===== config.mk =====
export PLATFORM = sky130hd
export DESIGN_NAME = lector16bits_skid
export DESIGN_NICKNAME = d
export VERILOG_FILES = /design/src/rtl/lector16bits_skid.sv
export SDC_FILE = /design/constraint.sdc
export NUM_CORES = 1
export LEC_CHECK = 0
export CAP_MARGIN = 20
export CORE_UTILIZATION = 40
export DETAILED_ROUTE_END_ITERATION = 8
export PLACE_DENSITY = 0.62
export SLEW_MARGIN = 20
export SYNTH_ARGS = -nofsm -noshare
export SYNTH_HDL_FRONTEND = slang
export SYNTH_SLANG_ARGS = --single-unit

===== constraint.sdc =====
create_clock -name CLK -period 4.4 [get_ports CLK]
set_clock_uncertainty 0.15 [all_clocks]
set_input_delay 0.88 -clock CLK [delete_from_list [all_inputs] [get_ports CLK]]
set_output_delay 0.88 -clock CLK [all_outputs]
set_load 0.02 [all_outputs]

===== src/rtl/lector16bits_skid.sv =====
// ----------------------------------------------------------------------------
// lector16bits_skid
//   Two-entry valid/ready buffer for 16-bit words: a main register that
//   drives Q, plus one skid register that absorbs a word while the consumer
//   stalls. IN_READY is a pure function of the occupancy state, so the
//   ready path from the consumer never reaches the producer combinationally.
//
//   Optional feature: define LECTOR_PARITY_EN to store an even-parity bit
//   with every entry (17-bit main/skid) and drive it on PAR alongside Q.
//   With the macro undefined, PAR and all parity storage are absent.
// ----------------------------------------------------------------------------
module lector16bits_skid #(
  parameter logic [15:0] RESET_VALUE = 16'h0000
) (
  input  logic        CLK,
  input  logic        RST,
  input  logic        IN_VALID,
  output logic        IN_READY,
  input  logic [15:0] D,
  output logic        OUT_VALID,
  input  logic        OUT_READY,
  output logic [15:0] Q,
  output logic [1:0]  COUNT
`ifdef LECTOR_PARITY_EN
  ,
  output logic        PAR
`endif
);

  // Occupancy states; the encoding equals the number of stored words so
  // COUNT can be driven straight from the state register.
  localparam logic [1:0] S_EMPTY = 2'b00;
  localparam logic [1:0] S_ONE   = 2'b01;
  localparam logic [1:0] S_FULL  = 2'b10;

  // Width of one stored entry: data, plus a parity bit when enabled.
`ifdef LECTOR_PARITY_EN
  localparam int ENTRY_W = 17;
`else
  localparam int ENTRY_W = 16;
`endif

  logic [1:0]         state;
  logic [1:0]         state_nxt;

  logic               in_fire;
  logic               out_fire;
  logic               load_main;
  logic               load_skid;
  logic               main_from_skid;

  logic [ENTRY_W-1:0] main_q;
  logic [ENTRY_W-1:0] skid_q;
  logic [ENTRY_W-1:0] d_entry;
  logic [ENTRY_W-1:0] reset_entry;

  // Entry formatting: parity bit (when present) sits above the data word.
`ifdef LECTOR_PARITY_EN
  assign d_entry     = {^D, D};
  assign reset_entry = {^RESET_VALUE, RESET_VALUE};
`else
  assign d_entry     = D;
  assign reset_entry = RESET_VALUE;
`endif

  // Handshake outputs decoded from the state register only.
  always_comb begin
    // NOTE: every signal written in a combinational block gets a default
    // first, so no path through the case can leave it unassigned (latch).
    IN_READY  = 1'b1;
    OUT_VALID = 1'b0;
    COUNT     = 2'd0;
    unique case (state)
      S_EMPTY: begin
        IN_READY  = 1'b1;
        OUT_VALID = 1'b0;
        COUNT     = 2'd0;
      end
      S_ONE: begin
        IN_READY  = 1'b1;
        OUT_VALID = 1'b1;
        COUNT     = 2'd1;
      end
      S_FULL: begin
        IN_READY  = 1'b0;
        OUT_VALID = 1'b1;
        COUNT     = 2'd2;
      end
      default: begin
        // Unreachable encoding: present as empty and recover below.
        IN_READY  = 1'b1;
        OUT_VALID = 1'b0;
        COUNT     = 2'd0;
      end
    endcase
  end

  assign in_fire  = IN_VALID & IN_READY;
  assign out_fire = OUT_VALID & OUT_READY;

  // Next-state and register-load decisions for each occupancy state.
  always_comb begin
    state_nxt      = state;
    load_main      = 1'b0;
    load_skid      = 1'b0;
    main_from_skid = 1'b0;
    unique case (state)
      S_EMPTY: begin
        // Without input, main keeps its last word so Q holds steady.
        if (in_fire) begin
          state_nxt = S_ONE;
          load_main = 1'b1;
        end
      end
      S_ONE: begin
        unique case ({in_fire, out_fire})
          2'b10: begin
            // Consumer stalled: park the new word behind the head.
            state_nxt = S_FULL;
            load_skid = 1'b1;
          end
          2'b01: begin
            state_nxt = S_EMPTY;
          end
          2'b11: begin
            // Head leaves and new word replaces it in the same edge.
            state_nxt = S_ONE;
            load_main = 1'b1;
          end
          default: begin
            state_nxt = S_ONE;
          end
        endcase
      end
      S_FULL: begin
        // IN_READY is low here, so only the output side can move.
        if (out_fire) begin
          state_nxt      = S_ONE;
          load_main      = 1'b1;
          main_from_skid = 1'b1;
        end
      end
      default: begin
        state_nxt = S_EMPTY;
      end
    endcase
  end

  // Occupancy state register.
  always_ff @(posedge CLK or posedge RST) begin
    // NOTE: sequential state uses non-blocking assignments so every register
    // samples pre-edge values regardless of statement order.
    if (RST) begin
      state <= S_EMPTY;
    end else begin
      state <= state_nxt;
    end
  end

  // Main and skid data registers.
  always_ff @(posedge CLK or posedge RST) begin
    // NOTE: both data registers are reset, not just the state: Q is visible
    // while empty and must show RESET_VALUE, and the skid contents must not
    // leak a pre-reset word.
    if (RST) begin
      main_q <= reset_entry;
      skid_q <= reset_entry;
    end else begin
      if (load_main) begin
        main_q <= main_from_skid ? skid_q : d_entry;
      end
      if (load_skid) begin
        skid_q <= d_entry;
      end
    end
  end

  // Head-of-buffer outputs.
  assign Q = main_q[15:0];
`ifdef LECTOR_PARITY_EN
  assign PAR = main_q[16];
`endif

endmodule

==> summary.txt <==
Status = finished, final reports clean
Yosys reg bits = 34
Pin count of the biggest net entering global routing = 35
Most area-hungry cell type in the Yosys netlist = dfrtp_1
Placed cell count = 197
CTS root buf = clkbuf_8
Final setup viols = 0
Min-delay src = skid_q[3]$_DFFE_PP0P_
Reg2Reg Setup Slack = 1.85 ns
Chip height = 67.4 µm
Num rows = 23
Vias in the first global route = 1084
Synth area leaders = dfrtp_1 50%, mux2_2 20%, mux2_4 18%
Clock buffer depth = 2
Pre-Repair DR Iteration Count = 4
Worst min path class = flop to flop
Fin crit share = 64.5%
Via count = 992
Setup CP Type = primary input to flop
Area Growth Syn to Fin = 31.4%
CP Max Fanout = 16
Syn_area_per_cell = 15.6 µm²
Worst-Margin Slew = 0.779 ns
Clock slew at reported path FFs = 0.07 ns
Slew margin rel. = 47.9%
Worst Reg-to-Reg Cells = 7
Fin. max-slew vios = 0
Top cell type's share of synthesized area = 49.7%
Power per Cell Area = 759 nW/µm²
Syn Nets = 136
Initial antenna violation count = 0
Clk sinks = 34
F_max = 352 MHz
ANT cells = 0
Req. time, crit path = 4.42 ns
Detail Placement HPWL = 2090 µm
PortBufs = 39
Final std cells w/o fill = 205
Mapped Area = 1710 µm²
Core ar. = 4060 µm²
RSZ-0062 raised after global routing = false
Overflow after GRT = 0
Clk_lat worst skew = 0.29 ns
Worst vdd ir = 0.464 mV
Most frequent cells in the layout = 39 x clkdlybuf4s50_1, 34 x dfrtp_1, 30 x mux2_2
Number of remaining DRC errors = 0
Yosys Warn Count = 0
Initial DRC count = 44
Seq/Total Area, Yosys = 49.7%
Routed WL per cell = 15.3 µm
Routed wire length = 3130 µm
CTS tree = built
Final Hold Fails = 0
Min-Delay Endpoint = skid_q[3]$_DFFE_PP0P_
CP Capture Type = flop
Max_cap viols = 0
Cts bufs inserted = 5
Library cells used by synthesis = 16
Die area = 4550 µm²
Crit Reg-Reg Endpoint = Q[6]$_DFFE_PP0P_
Cts repair resizes = 0
Setup TNS = 0 ns
Post-CTS Setup Inserts = 0
Vias/cell = 4.84
Worst Path Arrival = 2.86 ns
IO Pins = 40
Total GRT Usage = 16.6%
Post-layout min period = 2.84 ns
Nets@finish = 180
Starting density of the core = 42.2%
Mapped Cells = 110
Commonest non-fill, non-tap cell in the layout = clkdlybuf4s50_1
R2r startpoint = state[0]$_DFFE_PP0P_
H-tree depth = 2
Layout cells sized above 1 = 40.6%
ANT nets after route = 0
Die width = 67.4 µm
Hold-fix buffers at CTS = 0
Worst Setup Start Kind = primary input
Leakage = 0.00103 µW
RePlAce Congestion = 0.760
Hold path depth = 1
First-pass GRT wire length = 5360 µm
[layer usage]
layer	share of wire, %	up-vias	GRT usage [%]	routed length (µm)
met4	0.80	0	4.79	25
met3	6.2	2	6.42	194
met5	0	-	0	0
li1	-	472	-	-
met2	49	34	25.4	1530
met1	44	484	21.6	1380
[cells by family after synthesis]
kind of cell | count (synthesis) | share of synthesized area, %
and+or+nand+nor | 8 | 3.43
muxes | 50 | 37.3
AOI/OAI and AO/OA | 3 | 2.12
buffers and inverters | 9 | 3.14
adders and majority gates | 6 | 4.38
DFF | 34 | 49.7
[cells in the mapped netlist]
cell	n
dfrtp_1	34
mux2_2	30
buf_6	1
ha_1	6
a31oi_4	1
buf_8	1
nand2_1	4
inv_1	6
buf_2	1
o22a_1	1
a31oi_1	1
nand3b_4	1
and2b_2	1
nor2_1	1
nand2_4	1
mux2_4	20
[registers in the layout, indices dropped and copies added, names as in the netlist]
| register | cells |
|---|---|
| Q | 16 |
| skid_q | 16 |
| state | 2 |
[final cells by class]
type                    count  area (µm²)
clock buffers               5        68.8
inverters                   6        22.5
flip-flops and latches     34         851
fillers                   336        1810
multi-input cells          67         808
clock inverters             3        40.0
repair buffers             40         398
well taps                  50        62.6
[report_power, final]
| group | leakage, µW | switching [µW] | internal [µW] |
|---|---|---|---|
| Sequential | 0.000401 | 86.5 | 478 |
| Clock | 0.0000579 | 119 | 167 |
| Combinational | 0.000572 | 362 | 496 |
[worst max path at each step]
stage                               from               endpoint  slack [ns]  cells past startpoint
floorplan           state[0]$_DFFE_PP0P_  skid_q[0]$_DFFE_PP0P_        2.07                      7
global placement               OUT_READY      Q[15]$_DFFE_PP0P_        1.30                      7
detailed placement              IN_VALID       Q[7]$_DFFE_PP0P_        1.23                      6
CTS                             IN_VALID       Q[6]$_DFFE_PP0P_        1.53                      6
global route                   OUT_READY       Q[6]$_DFFE_PP0P_        1.40                      7
finish                         OUT_READY       Q[6]$_DFFE_PP0P_        1.56                      7
[critical path, cell delays in order]
cell and delay (ns):
clkdlybuf4s50_1 0.56, nand2_1 0.10, inv_1 0.07, ha_1 0.13
nand2_1 0.08, a31oi_4 0.62, mux2_2 0.42
[metrics by stage]
stage	setup slack (ns)	area, µm²	hold slack (ns)	util [%]	power [µW]
6_report	1.56	2250	0.357	55.5	1710
5_1_grt	1.40	2250	0.378	55.5	1820
4_1_cts	1.53	2250	0.355	55.5	1730
3_5_place_dp	1.23	2140	0.340	52.8	1440
3_3_place_gp	1.30	2140	0.334	52.8	1410
2_1_floorplan	2.07	1710	0.325	-	1160
(Power assumes the default switching activity.)
